$ cat config.mk
export PLATFORM = sky130hd
export DESIGN_NAME = hs_mem_rd_burst
export DESIGN_NICKNAME = d
export VERILOG_FILES = /design/src/rtl/hs_mem_pkg.sv /design/src/rtl/hs_mem_rd_obuf.sv /design/src/rtl/hs_mem_rd_burst.sv
export SDC_FILE = /design/constraint.sdc
export NUM_CORES = 1
export LEC_CHECK = 0
export BUFFER_PORTS_ARGS = -buffer_cell sky130_fd_sc_hd__buf_2
export CAP_MARGIN = 20
export CORE_UTILIZATION = 59
export DETAILED_ROUTE_END_ITERATION = 7
export PLACE_DENSITY_LB_ADDON = 0.12
export SYNTH_ARGS = -nofsm -noshare
export SYNTH_HDL_FRONTEND = slang
export SYNTH_SLANG_ARGS = --single-unit
$ cat constraint.sdc
create_clock -name clk -period 3.18 [get_ports clk]
set_input_delay 0.318 -clock clk [delete_from_list [all_inputs] [get_ports clk]]
set_output_delay 0.318 -clock clk [all_outputs]
set_load 0.02 [all_outputs]
$ cat src/rtl/hs_mem_pkg.sv
// Shared definitions for the simple dual-port RAM helpers: burst-reader FSM
// encoding, output buffer sizing and the address-wrap step.
package hs_mem_pkg;

   typedef enum logic [1:0] {
      IDLE  = 2'd0,
      ISSUE = 2'd1,
      DRAIN = 2'd2
   } hs_mem_rd_burst_state_e;

   localparam int HS_MEM_RD_OBUF_DEPTH = 3;
   localparam int HS_MEM_RD_OBUF_CW    = $clog2(HS_MEM_RD_OBUF_DEPTH + 1);

   // Next sequential address; wraps at depth so non-power-of-2 RAMs work.
   function automatic int unsigned hs_mem_next_addr(input int unsigned addr,
                                                    input int unsigned depth);
      return (addr >= depth - 1) ? 0 : addr + 1;
   endfunction

endpackage

$ cat src/rtl/hs_mem_rd_obuf.sv
// Three-entry register FIFO holding RAM read data plus its last-beat tag.
// Count and empty are registered so downstream issue logic sees no rsp_ready path.
module hs_mem_rd_obuf
   import hs_mem_pkg::*;
#(
   parameter int WIDTH = 9
) (
   input  logic                         clk,
   input  logic                         rst_n,
   input  logic                         push,
   input  logic [WIDTH-1:0]             push_data,
   input  logic                         pop,
   output logic [WIDTH-1:0]             head_data,
   output logic [HS_MEM_RD_OBUF_CW-1:0] count,
   output logic                         empty
);

   localparam int DEPTH = HS_MEM_RD_OBUF_DEPTH;
   localparam int PW    = $clog2(DEPTH);

   logic [WIDTH-1:0]             mem_q [DEPTH];
   logic [PW-1:0]                wr_ptr_q;
   logic [PW-1:0]                rd_ptr_q;
   logic [HS_MEM_RD_OBUF_CW-1:0] count_q;
   logic [HS_MEM_RD_OBUF_CW-1:0] count_d;
   logic                         empty_q;
   logic                         full;
   logic                         do_push;
   logic                         do_pop;

   function automatic logic [PW-1:0] ptr_next(input logic [PW-1:0] p);
      return (int'(p) == DEPTH - 1) ? '0 : p + 1'b1;
   endfunction

   assign full    = (int'(count_q) == DEPTH);
   assign do_push = push && !full;
   assign do_pop  = pop && !empty_q;

   always_comb begin
      count_d = count_q;
      if (do_push && !do_pop) begin
         count_d = count_q + 1'b1;
      end else if (!do_push && do_pop) begin
         count_d = count_q - 1'b1;
      end
   end

   always_ff @(posedge clk or negedge rst_n) begin
      if (!rst_n) begin
         wr_ptr_q <= '0;
         rd_ptr_q <= '0;
         count_q  <= '0;
         empty_q  <= 1'b1;
      end else begin
         if (do_push) wr_ptr_q <= ptr_next(wr_ptr_q);
         if (do_pop)  rd_ptr_q <= ptr_next(rd_ptr_q);
         count_q <= count_d;
         empty_q <= (count_d == '0);
      end
   end

   // Storage needs no reset: an entry is only read after it has been written.
   always_ff @(posedge clk) begin
      if (do_push) mem_q[wr_ptr_q] <= push_data;
   end

   assign head_data = mem_q[rd_ptr_q];
   assign count     = count_q;
   assign empty     = empty_q;

`ifndef SYNTHESIS
   a_no_push_when_full: assert property (@(posedge clk) disable iff (!rst_n)
      !(push && full));
`endif

endmodule

$ cat src/rtl/hs_mem_rd_burst.sv
// Burst read engine for a latency-1 RAM read port: sequential reads out,
// valid/ready beat stream back, with a small buffer absorbing backpressure.
module hs_mem_rd_burst
   import hs_mem_pkg::*;
#(
   parameter type DATA_TYPE  = logic [7:0],
   parameter int  DATA_DEPTH = 16,
   parameter int  MAX_BURST  = 16,
   localparam int ADDR_WIDTH = (DATA_DEPTH > 1) ? $clog2(DATA_DEPTH) : 1,
   localparam int LEN_WIDTH  = (MAX_BURST > 1) ? $clog2(MAX_BURST) : 1
) (
   input  logic                  clk,
   input  logic                  rst_n,
   input  logic [ADDR_WIDTH-1:0] req_addr,
   input  logic [LEN_WIDTH-1:0]  req_len,
   input  logic                  req_valid,
   output logic                  req_ready,
   output logic [ADDR_WIDTH-1:0] ram_raddr,
   output logic                  ram_ren,
   input  DATA_TYPE              ram_rdata,
   output DATA_TYPE              rsp_data,
   output logic                  rsp_last,
   output logic                  rsp_valid,
   input  logic                  rsp_ready
);

   localparam int DW = $bits(DATA_TYPE);

   // Handshakes: a transfer happens on a rising edge where valid && ready are
   // both high; valid never waits on ready, and payload holds while stalled.
   hs_mem_rd_burst_state_e       state_q;
   logic [ADDR_WIDTH-1:0]        addr_q;
   logic [LEN_WIDTH-1:0]         remain_q;
   logic                         inflight_q;
   logic                         inflight_last_q;
   logic                         req_fire;
   logic                         issue;
   logic                         issue_last;
   logic                         rsp_fire;
   logic [HS_MEM_RD_OBUF_CW-1:0] buf_count;
   logic                         buf_empty;
   logic [DW:0]                  buf_head;

   assign req_ready = (state_q == IDLE);
   assign req_fire  = req_valid && req_ready;

   // Slots reserved for reads already in flight keep the buffer from overflowing.
   assign issue      = (state_q == ISSUE) &&
                       ((int'(buf_count) + int'(inflight_q)) < HS_MEM_RD_OBUF_DEPTH);
   assign issue_last = issue && (remain_q == '0);

   assign ram_ren   = issue;
   assign ram_raddr = addr_q;

   always_ff @(posedge clk or negedge rst_n) begin
      if (!rst_n) begin
         state_q         <= IDLE;
         addr_q          <= '0;
         remain_q        <= '0;
         inflight_q      <= 1'b0;
         inflight_last_q <= 1'b0;
      end else begin
         inflight_q      <= issue;
         inflight_last_q <= issue_last;
         if (req_fire) begin
            addr_q   <= req_addr;
            remain_q <= req_len;
         end else if (issue) begin
            addr_q   <= ADDR_WIDTH'(hs_mem_next_addr(32'(addr_q), 32'(DATA_DEPTH)));
            remain_q <= remain_q - 1'b1;
         end
         case (state_q)
            IDLE:    if (req_fire) state_q <= ISSUE;
            ISSUE:   if (issue_last) state_q <= DRAIN;
            DRAIN:   if (!inflight_q && buf_empty) state_q <= IDLE;
            default: state_q <= IDLE;
         endcase
      end
   end

   assign rsp_fire = rsp_valid && rsp_ready;

   hs_mem_rd_obuf #(
      .WIDTH(DW + 1)
   ) u_obuf (
      .clk       (clk),
      .rst_n     (rst_n),
      .push      (inflight_q),
      .push_data ({inflight_last_q, ram_rdata}),
      .pop       (rsp_fire),
      .head_data (buf_head),
      .count     (buf_count),
      .empty     (buf_empty)
   );

   assign rsp_valid = !buf_empty;
   assign rsp_data  = DATA_TYPE'(buf_head[DW-1:0]);
   assign rsp_last  = buf_head[DW] && !buf_empty;

`ifndef SYNTHESIS
   a_req_len_range: assert property (@(posedge clk) disable iff (!rst_n)
      req_fire |-> (32'(req_len) < 32'(MAX_BURST)));

   a_rsp_stable: assert property (@(posedge clk) disable iff (!rst_n)
      (rsp_valid && !rsp_ready) |=> (rsp_valid && $stable(rsp_data) && $stable(rsp_last)));
`endif

endmodule
==> results of run 1 <==
[logic make-up after synthesis]
group / after synthesis / synth area share [%]
multiplexers: 12 / 6.13
buffers and inverters: 10 / 2.06
AND/OR/NAND/NOR: 50 / 13.6
AO/OA/AOI/OAI: 26 / 7.94
adder cells (fa/ha/maj): 6 / 3.75
XOR/XNOR: 5 / 2.19
flip-flops: 46 / 64.3
[synth_stat cells]
cell	n
sky130_fd_sc_hd__o31ai_1	2
sky130_fd_sc_hd__dfrtp_1	18
sky130_fd_sc_hd__dfstp_2	1
sky130_fd_sc_hd__and2_4	1
sky130_fd_sc_hd__a21oi_1	7
sky130_fd_sc_hd__xor2_1	3
sky130_fd_sc_hd__nand2_1	14
sky130_fd_sc_hd__buf_2	2
sky130_fd_sc_hd__a311o_2	1
sky130_fd_sc_hd__nand2b_1	3
sky130_fd_sc_hd__nand4b_1	1
sky130_fd_sc_hd__nor3b_1	2
sky130_fd_sc_hd__xnor2_1	2
sky130_fd_sc_hd__nor4b_4	1
sky130_fd_sc_hd__ha_1	6
sky130_fd_sc_hd__a21o_1	2
sky130_fd_sc_hd__o211ai_1	3
sky130_fd_sc_hd__a22o_1	1
sky130_fd_sc_hd__nor2_1	14
sky130_fd_sc_hd__and3_1	1
sky130_fd_sc_hd__nand2_4	1
sky130_fd_sc_hd__nor3_1	2
sky130_fd_sc_hd__clkbuf_1	2
sky130_fd_sc_hd__o21ai_0	9
sky130_fd_sc_hd__a31oi_1	1
sky130_fd_sc_hd__mux2_2	2
sky130_fd_sc_hd__nand3_1	8
sky130_fd_sc_hd__nor2b_1	1
sky130_fd_sc_hd__nor3b_4	1
sky130_fd_sc_hd__mux2i_1	10
sky130_fd_sc_hd__inv_1	5
sky130_fd_sc_hd__edfxtp_1	27
sky130_fd_sc_hd__clkbuf_2	1
[flip-flops by register name, indices dropped and copies added, names as in the netlist, 2 cells and up]
signal	cells
u_obuf.wr_ptr_q	2
state_q	2
u_obuf.rd_ptr_q	2
u_obuf.mem_q	27
remain_q	4
u_obuf.count	2
ram_raddr	4
[layout by cell type (no fill, tap or decap), drive strengths merged]
cell / Yosys / routed
o21ai: 9 / 9
buf: 2 / 38
nand3: 8 / 8
dfrtp: 18 / 18
a22o: 1 / 1
o211ai: 3 / 3
nand2b: 3 / 3
ha: 6 / 6
xnor2: 2 / 2
nor3b: 3 / 3
and2: 1 / 1
mux2: 2 / 2
nor4b: 1 / 1
edfxtp: 27 / 27
a311o: 1 / 1
nor2b: 1 / 1
clkinv: 0 / 2
nand2: 15 / 15
a21oi: 7 / 7
a21o: 2 / 2
o31ai: 2 / 2
nand4b: 1 / 1
dfstp: 1 / 1
nor3: 2 / 2
and3: 1 / 1
xor2: 3 / 3
a31oi: 1 / 1
clkbuf: 3 / 5
clkinvlp: 0 / 1
mux2i: 10 / 10
dlygate4sd3: 0 / 1
nor2: 14 / 14
inv: 5 / 5
[power by group]
| part | switching [mW] | total, mW | internal (mW) |
|---|---|---|---|
| registers | 0.190 | 1.06 | 0.866 |
| logic | 0.647 | 1.11 | 0.460 |
| clock network | 0.176 | 0.259 | 0.0823 |
[critical path: stages (launching register included)]
cell	delay, ns
sky130_fd_sc_hd__dfrtp_1	0.45
sky130_fd_sc_hd__ha_1	0.20
sky130_fd_sc_hd__ha_1	0.21
sky130_fd_sc_hd__nor3b_4	0.33
sky130_fd_sc_hd__nand2_4	0.16
sky130_fd_sc_hd__inv_1	0.10
sky130_fd_sc_hd__buf_2	0.16
[timing repair]
| item | in CTS | in global routing |
|---|---|---|
| setup endpoints to repair | 0 | 0 |
| resized for setup | 0 | 0 |
| endpoints found under the hold margin | 18 | 0 |
| hold buffers | 1 | 0 |
[cell type report]
cell class,count,area [sq um],area share (%)
sequential,46,1290,56.1
inverter,5,18.8,0.817
timing repair buffer,39,208,9.05
clock inverter,3,16.3,0.708
multi-input combinational,99,673,29.3
tap,44,55.1,2.40
clock buffer,5,37.5,1.63
[final timing paths]
check	from	endpoint	slack (ns)	depth (start not counted)
setup / recovery	u_obuf.count[0]$_DFF_PN0_	ram_ren	0.88	6
hold reg to reg	inflight_last_q$_DFF_PN0_	u_obuf.mem_q[1][8]$_DFFE_PP_	0.50	0
min in group asynchronous	rst_n	u_obuf.rd_ptr_q[0]$_DFFE_PN0P_	0.41	2
setup reg to reg	u_obuf.count[0]$_DFF_PN0_	u_obuf.mem_q[2][3]$_DFFE_PP_	1.16	4
max in group asynchronous	rst_n	u_obuf.empty$_DFF_PN1_	2.44	2
hold / removal	ram_rdata[2]	u_obuf.mem_q[1][2]$_DFFE_PP_	0.16	1
[through the flow]
stage / hold WS, ns / worst slack [ns] / std cells
detailed placement: 0.271 / 1.16 / 232
finish: 0.158 / 0.884 / 241
global route: 0.144 / 0.747 / 241
floorplan: 0.0224 / 1.09 / 155
global placement: 0.270 / 1.24 / 232
CTS: 0.142 / 0.883 / 241
[per-layer routing]
layer / wire [um] / vias to the layer above
li1: - / 641
met1: 1500 / 615
met2: 1710 / 35
met3: 115 / 10
met4: 63 / 0
met5: 0 / -
==> out/qor.log, run 1 <==
[die] vertical extent of the die 60.3 um
[min_path] type of the worst min-delay path input pin to flip-flop
[clock_tree] setup bufs post-CTS 0
[grt] routing usage on met2 35.9%
[clock_tree] clock tree from TritonCTS yes
[grt] initial antenna violation count 0
[grt] wire length of the first global-routing pass 5.27 mm
[timing] final hold viol count 0
[die] Row Count 20
[clock_tree] number of clock sinks 46
[timing] Slew Limit Headroom 60.4%
[die] overall die area 3630 sq um
[finish] post-route cell area 2300 sq um
[timing] number of max-slew violations in the final report 0
[yosys] average instance area after synthesis 12.9 sq um
[worst_setup_path] crit path kind flip-flop to primary output
[power] pwr/cell area 1050 nW/um^2
[finish] ratio of cells with drive above 1 in the final layout 26.9%
[timing] Fmax 0.435 GHz
[timing] final critical path time including I/O delays and setup 2.30 ns
[clock_tree] H-tree lvl count 2
[finish] Net count, final 222
[grt] global-route total usage across every layer 20.9%
[grt] global routing usage on met3 4.76%
[placed_design] final RePlAce weighted congestion 0.758
[yosys] flip-flop and latch count after synthesis 46
[routing] remaining antenna violation count after routing 0
[die] horizontal die dimension 60.3 um
[worst_setup_path] critical path required time 2.86 ns
[routing] detailed router's first-iteration violation count 26
[grt] met1 demand-to-capacity share in global routing 24.5%
[routing] # DRC 0
[grt] total global routing overflow 0
[clock_tree] Max Buffers Root-to-Sink 2
[placed_design] placed cell area 2230 sq um
[timing] # setup viols final 0
[placed_design] Port Buffer Count 35
[power] largest vdd supply drop 657 uV
[worst_setup_path] startpoint type of the worst setup path flip-flop
[die] starting density of the core 64.0%
[grt] largest net degree at the start of global routing 21
[die] ports placed on the boundary 36
[clock_tree] TritonCTS Buffers 5
[routing] routed length per placed instance 14.1 um
[worst_setup_path] kind of end point of the critical path primary output
[yosys] area fraction of the dominant cell type after synthesis 40.5%
[timing] RSZ-0062 raised after global routing no
[power] leakage power 0.983 nW
[worst_setup_path] critical path data arrival time 1.98 ns
[yosys] netlist area before placement 2000 sq um
[status] status finished, final reports clean
[timing] Tightest Pin Transition 0.592 ns
[job] count of maximum capacitance violations 0
[finish] number of inserted filler cells in the final layout 226
[yosys] instance count of the mapped netlist 155
[grt] number of global-route vias before repair 1,218
[die] Std-Cell Core Area 3130 sq um
[yosys] Mapped Nets 181
[routing] post-DR vias/cell 5.40
[clock_tree] clock slew at reported path FFs 0.12 ns
[timing] final worst-path cycle share 72.2%
[routing] Post-Route WL 3.39 mm
[placed_design] HPWL Detailed 2.44 mm
[yosys] sequential element share of the synthesized area 64.3%
[yosys] count of distinct cell types in the synthesized netlist 33
[yosys] library cell with the largest summed area after synthesis sky130_fd_sc_hd__edfxtp_1
[timing] Worst Skew 0.00192 ns
[worst_setup_path] largest fanout on the critical path 9
[yosys] cell types occupying the most area after synthesis sky130_fd_sc_hd__edfxtp_1, sky130_fd_sc_hd__dfrtp_1, sky130_fd_sc_hd__mux2i_1
[power] Final Total Pwr 2.42 mW
[routing] TritonRoute pass-1 iters 4
[finish] layout overhead on the synthesized area 14.7%
[routing] routed via count 1,301
[clock_tree] clock latency at the later pin of the worst-skew pair 0.35 ns
[finish] antenna cells 0
[yosys] Yosys warnings 0
[timing] setup TNS 0 ns
[finish] core utilization of the finished layout 73.4%
[clock_tree] cell chosen for the clock root sky130_fd_sc_hd__clkbuf_4
[grt] busiest layer in global routing met2
Power figures use the tool's default switching activity.
==> run 2, diff against run 1 <==
--- a/config.mk
+++ b/config.mk
@@ -5,9 +5,10 @@
 export SDC_FILE = /design/constraint.sdc
 export NUM_CORES = 1
 export LEC_CHECK = 0
+export ABC_AREA = 1
 export BUFFER_PORTS_ARGS = -buffer_cell sky130_fd_sc_hd__buf_2
 export CAP_MARGIN = 20
-export CORE_UTILIZATION = 59
+export CORE_UTILIZATION = 55
 export DETAILED_ROUTE_END_ITERATION = 7
 export PLACE_DENSITY_LB_ADDON = 0.12
 export SYNTH_ARGS = -nofsm -noshare
==> constraint.sdc (replaced) <==
create_clock -name clk -period 2.25 [get_ports clk]
set_input_delay 0.225 -clock clk [delete_from_list [all_inputs] [get_ports clk]]
set_output_delay 0.225 -clock clk [all_outputs]
set_load 0.02 [all_outputs]
==> out/qor.log, run 2 <==
[status] status finished, final reports clean [unchanged]
[yosys] average instance area after synthesis 9.87 sq um [was 12.9 sq um]
[clock_tree] clock tree from TritonCTS yes [unchanged]
[routing] post-DR vias/cell 4.96 [was 5.40]
[clock_tree] clock latency at the later pin of the worst-skew pair 0.30 ns [was 0.35 ns]
[finish] Net count, final 277 [was 222]
[finish] most common cell after layout, fill and taps aside sky130_fd_sc_hd__nand2_1 [was sky130_fd_sc_hd__buf_2]
[worst_setup_path] worst r2r path cells 6 [was 4]
[min_path] hold-critical path endpoint u_obuf.mem_q[1][1]$_DFFE_PP_ [was u_obuf.mem_q[1][2]$_DFFE_PP_]
[finish] layout overhead on the synthesized area 16.1% [was 14.7%]
[worst_setup_path] critical path cell sequence ha_1 -> ha_1 -> nand2_1 -> nand3b_4 -> inv_1 -> buf_2 [was ha_1 -> ha_1 -> nor3b_4 -> nand2_4 -> inv_1 -> buf_2]
[yosys] sequential element share of the synthesized area 62.1% [was 64.3%]
[finish] post-route cell area 2410 sq um [was 2300 sq um]
[timing] setup TNS 0 ns [unchanged]
[worst_setup_path] worst reg2reg endpoint u_obuf.mem_q[0][4]$_DFFE_PP_ [was u_obuf.mem_q[2][3]$_DFFE_PP_]
[timing] number of max-slew violations in the final report 0 [unchanged]
[worst_setup_path] critical path data arrival time 1.73 ns [was 1.98 ns]
[yosys] netlist area before placement 2070 sq um [was 2000 sq um]
[worst_setup_path] slowest cell on the critical path sky130_fd_sc_hd__dfrtp_1 [unchanged]
[yosys] share of synthesized flip-flops with an asynchronous set or reset 41.3% [unchanged]
[routing] routed via count 1,477 [was 1,301]
[yosys] instance count of the mapped netlist 210 [was 155]
[worst_setup_path] largest fanout on the critical path 6 [was 9]
[yosys] Mapped Nets 236 [was 181]
[timing] Worst Skew 0.00452 ns [was 0.00192 ns]
[placed_design] HPWL Detailed 2.54 mm [was 2.44 mm]
[routing] # DRC 0 [unchanged]
[die] Row Count 21 [was 20]
[timing] Tightest Pin Transition 0.439 ns [was 0.592 ns]
[timing] Slew Limit Headroom 70.7% [was 60.4%]
[job] count of maximum capacitance violations 0 [unchanged]
[worst_setup_path] reg-to-reg critical path startpoint u_obuf.count[0]$_DFF_PN0_ [unchanged]
[routing] remaining antenna violation count after routing 0 [unchanged]
[yosys] most instantiated cells after synthesis sky130_fd_sc_hd__nand2_1, sky130_fd_sc_hd__edfxtp_1, sky130_fd_sc_hd__nand3_1, sky130_fd_sc_hd__inv_1, sky130_fd_sc_hd__dfrtp_1 [was sky130_fd_sc_hd__edfxtp_1, sky130_fd_sc_hd__dfrtp_1, sky130_fd_sc_hd__nand2_1, sky130_fd_sc_hd__nor2_1, sky130_fd_sc_hd__mux2i_1]
[clock_tree] clock slew at reported path FFs 0.08 ns [was 0.12 ns]
[grt] total global routing overflow 0 [unchanged]
[min_path] worst hold path cell count 1 [unchanged]
[die] starting density of the core 59.7% [was 64.0%]
[finish] antenna cells 0 [unchanged]
[finish] ratio of cells with drive above 1 in the final layout 20.6% [was 26.9%]
[clock_tree] number of clock sinks 46 [unchanged]
[grt] initial antenna violation count 0 [unchanged]
[placed_design] final RePlAce weighted congestion 0.784 [was 0.758]
[clock_tree] cell chosen for the clock root sky130_fd_sc_hd__clkbuf_8 [was sky130_fd_sc_hd__clkbuf_4]
[routing] Post-Route WL 3.58 mm [was 3.39 mm]
[yosys] cell types occupying the most area after synthesis sky130_fd_sc_hd__edfxtp_1, sky130_fd_sc_hd__dfrtp_1, sky130_fd_sc_hd__nand2_1 [was sky130_fd_sc_hd__edfxtp_1, sky130_fd_sc_hd__dfrtp_1, sky130_fd_sc_hd__mux2i_1]
[yosys] predominant post-synthesis flop cell sky130_fd_sc_hd__edfxtp_1 [unchanged]
[timing] final hold viol count 0 [unchanged]
[yosys] flip-flop and latch count after synthesis 46 [unchanged]
[finish] commonest cells after routing, fill and taps aside sky130_fd_sc_hd__nand2_1, sky130_fd_sc_hd__buf_2, sky130_fd_sc_hd__nand3_1, sky130_fd_sc_hd__edfxtp_1, sky130_fd_sc_hd__inv_1 [was sky130_fd_sc_hd__buf_2, sky130_fd_sc_hd__edfxtp_1, sky130_fd_sc_hd__dfrtp_1]
[yosys] count of distinct cell types in the synthesized netlist 21 [was 33]
[worst_setup_path] gate family responsible for the most delay along the worst path adder cells [was simple AND/OR/NAND/NOR gates]
[timing] final critical path time including I/O delays and setup 1.96 ns
[finish] register name with the most flops u_obuf.mem_q [unchanged]
[routing] detailed router's first-iteration violation count 78 [was 26]
[yosys] area fraction of the dominant cell type after synthesis 39.1% [was 40.5%]
[grt] global-route total usage across every layer 20.9% [about the same]
[worst_setup_path] startpoint type of the worst setup path flip-flop [unchanged]
[die] ports placed on the boundary 36 [unchanged]
[power] Final Total Pwr 3.68 mW [was 2.42 mW]
[clock_tree] Max Buffers Root-to-Sink 2 [unchanged]
[clock_tree] post-cts gate resize count 0 [unchanged]
[power] leakage power 1.19 nW [was 0.983 nW]
[worst_setup_path] critical path required time 2.03 ns [was 2.86 ns]
[finish] flip-flop count of the largest register, all copies and words added 27 [unchanged]
[power] pwr/cell area 1530 nW/um^2 [was 1050 nW/um^2]
[grt] number of global-route vias before repair 1,433 [was 1,218]
[worst_setup_path] slowest cell delay on critical path 0.43 ns [was 0.45 ns]
[die] horizontal die dimension 63.4 um [was 60.3 um]
[routing] TritonRoute pass-1 iters 4 [unchanged]
[die] vertical extent of the die 63.4 um [was 60.3 um]
[timing] Fmax 0.511 GHz
[grt] wire length of the first global-routing pass 6.09 mm [was 5.27 mm]
[yosys] most frequent cell after synthesis sky130_fd_sc_hd__nand2_1 [was sky130_fd_sc_hd__edfxtp_1]
[placed_design] Port Buffer Count 35 [unchanged]
[timing] RSZ-0062 raised after global routing no [unchanged]
[timing] # setup viols final 0 [unchanged]
[grt] largest net degree at the start of global routing 20 [was 21]
[placed_design] placed cell area 2280 sq um [was 2230 sq um]
[worst_setup_path] Crit. Startpoint u_obuf.count[0]$_DFF_PN0_ [unchanged]
[min_path] type of the worst min-delay path input pin to flip-flop [unchanged]
[timing] final worst-path cycle share 87.0%
[worst_setup_path] crit path kind flip-flop to primary output [unchanged]
[placed_design] Inst Count DP 289 [was 232]
[clock_tree] TritonCTS Buffers 5 [unchanged]
[routing] routed length per placed instance 12.0 um [was 14.1 um]
[min_path] critical hold path startpoint ram_rdata[1] [was ram_rdata[2]]
[power] largest vdd supply drop 913 uV [was 657 uV]
[die] overall die area 4020 sq um [was 3630 sq um]
[yosys] library cell with the largest summed area after synthesis sky130_fd_sc_hd__edfxtp_1 [unchanged]
[worst_setup_path] sum of buffers and inverters on the critical path 2 [unchanged]
[finish] final std cells w/o fill 298 [was 241]
[worst_setup_path] kind of end point of the critical path primary output [unchanged]
[yosys] number of enable-type register cells in the synthesized netlist 27 [unchanged]
[die] Std-Cell Core Area 3470 sq um [was 3130 sq um]
[worst_setup_path] R2R setup slack 0.62 ns [was 1.16 ns]
[worst_setup_path] cell repeated most along the worst path sky130_fd_sc_hd__ha_1 [unchanged]
[clock_tree] H-tree lvl count 2 [unchanged]
[yosys] Yosys warnings 0 [unchanged]
## run 2: cells by family after synthesis
group	count (synthesis)	share of synthesized area, %
adder cells (fa/ha/maj)	6	3.62
flip-flops	46	62.1
AND/OR/NAND/NOR	124	26.6
buffers and inverters	26	5.56
AO/OA/AOI/OAI	8	2.05
## run 2: worst reg2reg max path, stage by stage (launching register included)
cell and delay [ns]:
sky130_fd_sc_hd__dfrtp_1 0.43, sky130_fd_sc_hd__ha_1 0.21, sky130_fd_sc_hd__inv_1 0.05, sky130_fd_sc_hd__nand2_1 0.08, sky130_fd_sc_hd__inv_1 0.15, sky130_fd_sc_hd__nand3_1 0.10
sky130_fd_sc_hd__inv_1 0.29
## run 2: layout make-up
type | count | area [sq um]
Clock buffer | 5 | 68.8
Timing Repair Buffer | 37 | 193
Inverter | 23 | 86.3
Clock inverter | 3 | 43.8
Tap cell | 46 | 57.6
Sequential cell | 46 | 1290
Fill cell | 283 | 1060
Multi-Input combinational cell | 138 | 669
## run 2: per-layer routing
metal	vias to the layer above	share of wire [%]	routed length, um	track usage, %
met2	25	52	1860	35.5
met5	-	0	0	0
met1	678	42	1490	23.0
li1	765	-	-	-
met4	0	2.5	90	11.1
met3	9	3.9	141	6.88
## run 2: through the flow
| step | hold slack [ns] | setup WS [ns] | utilization, % |
|---|---|---|---|
| after floorplan | -0.0706 | 0.488 | - |
| after global routing | 0.112 | 0.188 | 69.4 |
| after global placement | 0.194 | 0.687 | 65.8 |
| after CTS | 0.117 | 0.268 | 69.4 |
| after detailed placement | 0.192 | 0.630 | 65.8 |
| final | 0.123 | 0.293 | 69.4 |
## run 2: where the power goes
group / internal, mW / switching [mW] / total, mW
Sequential: 1.22 / 0.189 / 1.40
Clock: 0.333 / 0.273 / 0.606
Combinational: 0.559 / 1.11 / 1.67
Total: 2.11 / 1.57 / 3.68
## run 2: how the worst max path moves through the flow
| stage | end | cells past startpoint |
|---|---|---|
| finish | ram_ren | 6 |
| global route | rsp_last | 6 |
| CTS | ram_ren | 6 |
| detailed placement | rsp_last | 6 |
| global placement | rsp_last | 6 |
| floorplan | u_obuf.mem_q[2][0]$_DFFE_PP_ | 4 |
## run 2: repair_timing
item / 4_1_cts / 5_1_grt
setup buffers: 0 / 0
hold buffers: 1 / 0
hold endpoints to repair: 18 / 0
